## src/rtl/fetch_pkg.sv

```systemverilog
// Shared definitions for the instruction fetch stage: FSM states,
// instruction size and the default reset fetch address.
package fetch_pkg;

    localparam int unsigned INSTR_BYTES      = 4;
    localparam logic [31:0] RESET_PC_DEFAULT = 32'h0000_0000;

    typedef enum logic {
        S_REQ  = 1'b0,  // request outstanding to instruction memory
        S_HOLD = 1'b1   // word parked in skid buffer while decode is stalled
    } fetch_state_e;

endpackage

```

## src/rtl/if_id_register.sv

```systemverilog
// IF/ID pipeline register: instruction word, its address and a valid bit.
// A flush only drops the valid bit; the data fields keep their last value.
module if_id_register #(
    parameter int unsigned DATA_WIDTH = 32
) (
    input  logic                  clk,
    input  logic                  rst,
    input  logic                  load_i,
    input  logic                  flush_i,
    input  logic [DATA_WIDTH-1:0] instr_i,
    input  logic [DATA_WIDTH-1:0] pc_i,
    output logic [DATA_WIDTH-1:0] instr_o,
    output logic [DATA_WIDTH-1:0] pc_o,
    output logic                  valid_o
);

    logic [DATA_WIDTH-1:0] instr_q;
    logic [DATA_WIDTH-1:0] pc_q;
    logic                  valid_q;

    // NOTE: sequential state is written with non-blocking assignments only, so
    // every flop samples pre-edge values regardless of process ordering.
    always_ff @(posedge clk or negedge rst) begin
        if (!rst) begin
            instr_q <= '0;
            pc_q    <= '0;
            valid_q <= 1'b0;
        end else if (flush_i) begin
            valid_q <= 1'b0;
        end else if (load_i) begin
            instr_q <= instr_i;
            pc_q    <= pc_i;
            valid_q <= 1'b1;
        end
    end

    assign instr_o = instr_q;
    assign pc_o    = pc_q;
    assign valid_o = valid_q;

endmodule

```

## src/rtl/fetch_unit.sv

```systemverilog
// Instruction fetch: PC, request FSM with a one-word skid buffer for decode
// stalls, and redirect handling; feeds the IF/ID register.
module fetch_unit
    import fetch_pkg::*;
#(
    parameter int unsigned           DATA_WIDTH = 32,
    parameter logic [DATA_WIDTH-1:0] RESET_PC   = DATA_WIDTH'(RESET_PC_DEFAULT)
) (
    input  logic                  clk,
    input  logic                  rst,
    input  logic                  PCSource,
    input  logic [DATA_WIDTH-1:0] BranchTarget,
    input  logic                  Stall,
    output logic                  ImemReq,
    output logic [DATA_WIDTH-1:0] ImemAddr,
    input  logic                  ImemReady,
    input  logic [DATA_WIDTH-1:0] ImemData,
    output logic [DATA_WIDTH-1:0] InstrD,
    output logic [DATA_WIDTH-1:0] PCD,
    output logic                  ValidD
);

    localparam logic [DATA_WIDTH-1:0] PC_STEP    = DATA_WIDTH'(INSTR_BYTES);
    localparam logic [DATA_WIDTH-1:0] ALIGN_MASK = ~DATA_WIDTH'(INSTR_BYTES - 1);

    fetch_state_e          state_q, state_d;
    logic [DATA_WIDTH-1:0] pc_q, pc_d;
    logic [DATA_WIDTH-1:0] buf_q, buf_d;
    logic                  load;
    logic                  flush;
    logic [DATA_WIDTH-1:0] load_instr;

    // NOTE: every signal written here gets a default first, so no path can
    // leave one unassigned and infer a latch.
    always_comb begin
        state_d    = state_q;
        pc_d       = pc_q;
        buf_d      = buf_q;
        load       = 1'b0;
        flush      = 1'b0;
        load_instr = ImemData;

        if (PCSource) begin
            // Redirect overrides everything; any returning or parked word is dropped.
            pc_d    = BranchTarget & ALIGN_MASK;
            flush   = 1'b1;
            state_d = S_REQ;
        end else begin
            unique case (state_q)
                S_REQ: begin
                    if (ImemReady) begin
                        if (Stall) begin
                            buf_d   = ImemData;
                            state_d = S_HOLD;
                        end else begin
                            load = 1'b1;
                            pc_d = pc_q + PC_STEP;
                        end
                    end
                end
                S_HOLD: begin
                    if (!Stall) begin
                        load       = 1'b1;
                        load_instr = buf_q;
                        pc_d       = pc_q + PC_STEP;
                        state_d    = S_REQ;
                    end
                end
                default: state_d = S_REQ;
            endcase
        end
    end

    // NOTE: the skid buffer is a single register, so it is reset along with the
    // rest of the state; the FSM state alone decides whether it holds data.
    always_ff @(posedge clk or negedge rst) begin
        if (!rst) begin
            state_q <= S_REQ;
            pc_q    <= RESET_PC;
            buf_q   <= '0;
        end else begin
            state_q <= state_d;
            pc_q    <= pc_d;
            buf_q   <= buf_d;
        end
    end

    // Gated by reset so no request escapes while the stage is held in reset.
    assign ImemReq  = rst && (state_q == S_REQ);
    assign ImemAddr = pc_q;

    if_id_register #(
        .DATA_WIDTH(DATA_WIDTH)
    ) u_if_id (
        .clk     (clk),
        .rst     (rst),
        .load_i  (load),
        .flush_i (flush),
        .instr_i (load_instr),
        .pc_i    (pc_q),
        .instr_o (InstrD),
        .pc_o    (PCD),
        .valid_o (ValidD)
    );

endmodule

```

## config.mk

```make
export PLATFORM = sky130hd
export DESIGN_NAME = fetch_unit
export DESIGN_NICKNAME = d
export VERILOG_FILES = /design/src/rtl/fetch_pkg.sv /design/src/rtl/if_id_register.sv /design/src/rtl/fetch_unit.sv
export SDC_FILE = /design/constraint.sdc
export NUM_CORES = 1
export LEC_CHECK = 0
export CORE_MARGIN = 2
export CORE_UTILIZATION = 39
export CTS_BUF_LIST = sky130_fd_sc_hd__clkbuf_16
export DETAILED_ROUTE_END_ITERATION = 8
export GPL_ROUTABILITY_DRIVEN = 0
export PLACE_DENSITY = 0.68
export SYNTH_ARGS = -nofsm -noshare
export SYNTH_HDL_FRONTEND = slang
export SYNTH_SLANG_ARGS = --single-unit
export TNS_END_PERCENT = 20
```

## constraint.sdc

```tcl
create_clock -name clk -period 3.02 [get_ports clk]
set_clock_uncertainty 0.1 [all_clocks]
set_input_delay 0.604 -clock clk [delete_from_list [all_inputs] [get_ports clk]]
set_output_delay 0.604 -clock clk [all_outputs]
set_load 0.1 [all_outputs]
```

Word-level counts from Yosys, hierarchy flattened
Cells that the tools add are included.
{"block": "op_classes", "n_addsub": 1, "eq_ne": 1, "mux": 18, "bitwise_logic": 3, "n_reduce_logical": 4}
{"op": "$mux W32", "count": 6}
{"op": "$pmux W32 S2", "count": 1}
{"op": "$add A32 B3 Y32 const B", "count": 1}
{"op": "$mux W1", "count": 9}
{"op": "$pmux W1 S2", "count": 2}
{"op": "$ne A3 B3 Y1 const B", "count": 1}
{"op": "$not A1 Y1", "count": 3}
{"op": "$reduce_and A3 Y1", "count": 1}
{"op": "$reduce_and A2 Y1", "count": 1}
{"op": "$reduce_bool A2 Y1", "count": 1}
{"op": "$logic_and A1 B1 Y1", "count": 1}
{"block": "totals", "reg_bits": 130, "inputBits": 69}

Longest topological paths before layout
{"block": "depth", "word_depth": 6, "mapped_depth": 7}

Cells and area by module
From an unflattened synthesis, not the netlist that was laid out.
{"block": "unflattened", "cells_unflattened": 463, "area_unflattened_um2": 6165.9}
{"module": "fetch_unit", "instances": 1, "cells_per_inst": 324, "area_each_um2": 3432.0, "seq_area_each_um2": 1576.5}
{"module": "if_id_register", "instances": 1, "cells_per_inst": 139, "area_each_um2": 2733.9, "seq_area_each_um2": 1626.6}

Worst setup path after synthesis
Ideal clock, no wire load.
{"block": "synth_path", "kind": "flip-flop to flip-flop", "from": "register pc_q[2] (netlist: ImemAddr[2])", "to": "register pc_q[28] (netlist: ImemAddr[28])", "arrival_ns": 2.731, "slack_ns": 0.107, "stages_incl_launch_ff": 7, "path_buffers": 1, "period_less_slack_ns": 2.913, "path_cell_list": "dfrtp_1 -> ha_1 -> nand2_1 -> or4_1 -> clkbuf_1 -> or4_1 -> a31oi_1"}
{"block": "synth_between", "elab_chain_len": 5}
{"element": "start: declaration", "line_no": "fetch_unit.sv:27", "text": "logic [DATA_WIDTH-1:0] pc_q, pc_d;"}
{"element": "start signal: assignment", "line_no": "fetch_unit.sv:83", "text": "pc_q <= pc_d;"}
{"element": "$add A32 B3 Y32 *", "line_no": "fetch_unit.sv:57, fetch_unit.sv:65"}
{"element": "$mux W32 *", "line_no": "fetch_unit.sv:52, fetch_unit.sv:62"}
{"element": "$mux W32", "line_no": "fetch_unit.sv:51", "text": "if (ImemReady) begin"}
{"element": "$pmux W32 S2 *", "line_no": "fetch_unit.sv:49", "text": "unique case (state_q)"}
{"element": "$mux W32 *", "line_no": "fetch_unit.sv:43", "text": "if (PCSource) begin"}
Mark *: on every way between the ends. The rest lies on a longest branch, timed or not. The select of a mux whose other input is x is not followed.
A chain may end at the register's enable or synchronous reset.

Worst setup path in the final report
{"block": "layout_path", "from": "input Stall", "to": "register pc_q[28] (netlist: ImemAddr[28])"}
{"block": "layout_between", "elab_chain_len": 4}
{"element": "start: declaration", "line_no": "fetch_unit.sv:13", "text": "input logic Stall,"}
{"element": "$mux W32 *"}
{"element": "$mux W32"}
{"element": "$pmux W32 S2 *"}
{"element": "$mux W32 *"}
Marked as above.

==> reports/metrics.cfg <==
[outcome]
status = complete, no violations

[synthesis]
synth_cells = 560
synth_area_um2 = 5580
ys_ff_latch = 126
synth_area_per_cell_um2 = 9.96
yosysWarnings = 0
synth.top_cell.area_share = 0.566
yosysSeqAreaShare = 0.566
synthTopCellsByArea = dfrtp_1 57%, nand2_1 9.0%, mux2_2 6.5%, o21ai_0 4.7%, o22ai_1 2.8%
synth.distinct_cells = 41
synth_top_cell_by_area = dfrtp_1

[sta]
tns_ns = 0
fmax_mhz = 408
finalCritPeriodShare = 0.812
rsz0062_at_grt = false
drv_slew = 0
relSlewSlack = 0.332
hold_viol = 0
tightest_slew_ns = 1.00
setup_viol = 0
period_minus_slack_ns = 2.45

[cells_and_area]
drive_above_1_share = 0.234
antenna_cells = 0
area_growth_pct = 37.8
fin_area_um2 = 7680
fin_nets = 785

[clock_tree]
cts_buffers = 17
h-tree-depth = 4
clk_latency_ns = 0.41
clock-root-buffer = clkbuf_16
tritoncts = built
cts.repair.resized = 0
holdBufCountCts = 0
cts_buffer_depth = 2
cts.sinks = 126
path_clk_slew_ns = 0.05
postCtsSetupBuffers = 0

[grt]
grt_start_max_net_pins = 127
grt_pass1_vias = 4782
antenna_found_initial = 0
grt_usage = 0.205
grt_pass1_wl_um = 23900
grt_overflow_total = 0

[floorplanning]
initial_utilization = 0.400
io_pins = 167
rows = 43
dieHeight_um = 124
die_w_um = 124
die_area_um2 = 15300
core_um2 = 13900

[route]
ant_nets = 0
num_vias = 4823
wire_per_inst_um = 16.3
drt-initial-drc-count = 321
drtPass1Iterations = 4
drcViolationCount = 0
totalWireLength_um = 14800
vias_per_cell = 5.32

[power_and_ir_drop]
power_leakage_nw = 3.46
irDropWorstVdd_mv = 0.404
power.density_nw_per_um2 = 820

[placed_design]
place.detailed.hpwl_um = 10300
placed_area_um2 = 7170
portBuffers = 160

[worst_setup_path]
cp.required_ns = 3.26
cp_common_cell = or4_1
cp_data_arrival_time_ns = 2.69
path_cells = clkdlybuf4s50_1 > o21bai_1 > or4_1 > buf_4 > or4_1 > a31oi_1
slowest_delay_ns = 0.54
critPathLaunchType = input pin
critPathKind = input pin to register
crit_fanout = 20
crit_slowest_cell = or4_1
endpoint_kind = register

[hold_path]
min_path_type = input pin to async pin

[run]
drv_cap = 0

cell families after synthesis:
| logic type | count (synthesis) | share of synthesized area |
|---|---|---|
| simple gates | 219 | 0.179 |
| flops | 126 | 0.566 |
| compound gates | 114 | 0.123 |
| buf+inv | 50 | 0.0368 |
| mux | 40 | 0.0790 |
| xor+xnor | 9 | 0.0141 |
| fa+ha+maj | 1 | 0.00224 |
| other cells | 1 | 0.000673 |
synthesized netlist by cell type (all sizes together):
cell,number
nand2,134
dfrtp,126
o21ai,52
clkbuf,34
mux2,32
o22ai,25
nor2,21
or4,17
a31oi,13
nand3,13
o31ai,11
nand4,10
buf,8
inv,8
mux2i,8
xnor2,5
nor4,4
o211ai,4
xor2,4
and3,3
and4,3
or3,3
and2,2
nand2b,2
nor3,2
nor3b,2
o31a,2
a211o,1
a21oi,1
a311oi,1
conb,1
ha,1
nand3b,1
nor2b,1
o211a,1
o21a,1
o21ba,1
o21bai,1
or2,1
critical path: cells and delay by family:
kind / cells / cell delay, ns
and+or+nand+nor: 2 / 1.06
buffers and inverters: 2 / 0.66
AOI/OAI and AO/OA: 2 / 0.37
layout by cell type, fill, tap and decap left out, types with 3 or more instances in the layout:
cell type and instances:
nand2_1 133, dfrtp_1 126, buf_4 106, clkdlybuf4s50_1 65, o21ai_0 52, mux2_2 32, o22ai_1 25, nor2_1 20
or4_1 17, clkbuf_16 17, nand3_1 13, a31oi_1 13, inv_1 11, o31ai_1 11, nand4_1 10, mux2i_1 8
xnor2_1 5, clkinv_1 5, nor4_1 4, o211ai_1 4, xor2_1 4, conb_1 4, clkinv_2 4, and4_1 3
or3_1 3, and3_1 3, buf_12 3
power breakdown:
part / switching, mW / internal [mW]
clock network: 0.674 / 1.09
logic: 1.83 / 0.531
registers: 0.203 / 1.98
metal layers:
metal,wire [um],share of wire,GRT usage,vias up
met4,338,0.023,0.0845,0
li1,-,-,-,2283
met1,6440,0.43,0.265,2327
met2,6840,0.46,0.319,188
met3,1200,0.081,0.0627,25
met5,0,0,0,-
flip-flops by register name, summed over array words and instances, names as in the netlist:
register         flops
buf_q               32
u_if_id.pc_o        30
u_if_id.instr_o     32
ImemAddr            30
state_q              1
u_if_id.valid_o      1
cell type report:
type,count,area (um2)
Clock buffer,17,425
Clock inverter,14,87.6
Fill cell,1238,6250
Inverter,8,30.0
Multi-Input combinational cell,387,2240
Sequential cell,126,3150
Tap cell,180,225
Timing Repair Buffer,175,1520
metrics by stage:
stage / total power, mW / util / std cells / setup WS (ns) / hold WS (ns)
floorplan: 3.97 / - / 563 / 0.107 / 0.208
global placement: 4.54 / 0.515 / 876 / 0.165 / 0.363
detailed placement: 4.58 / 0.515 / 876 / 0.131 / 0.364
CTS: 6.36 / 0.551 / 907 / 0.571 / 0.218
global route: 6.56 / 0.551 / 907 / 0.466 / 0.224
finish: 6.30 / 0.551 / 907 / 0.568 / 0.158
worst paths after layout:
path / from / to / slack, ns / cells after the start
setup / recovery: Stall / ImemAddr[28]$_DFFE_PN0P_ / 0.57 / 6
hold / removal: rst / u_if_id.instr_o[14]$_DFFE_PN0P_ / 0.16 / 2
setup reg to reg: ImemAddr[2]$_DFFE_PN0P_ / ImemAddr[28]$_DFFE_PN0P_ / 0.62 / 6
hold reg to reg: u_if_id.pc_o[17]$_DFFE_PN0P_ / u_if_id.pc_o[17]$_DFFE_PN0P_ / 0.38 / 2
max in group asynchronous: rst / u_if_id.pc_o[5]$_DFFE_PN0P_ / 2.12 / 2
min in group clk: u_if_id.pc_o[17]$_DFFE_PN0P_ / u_if_id.pc_o[17]$_DFFE_PN0P_ / 0.38 / 2
Note: power is estimated with default switching activity, not from simulation.
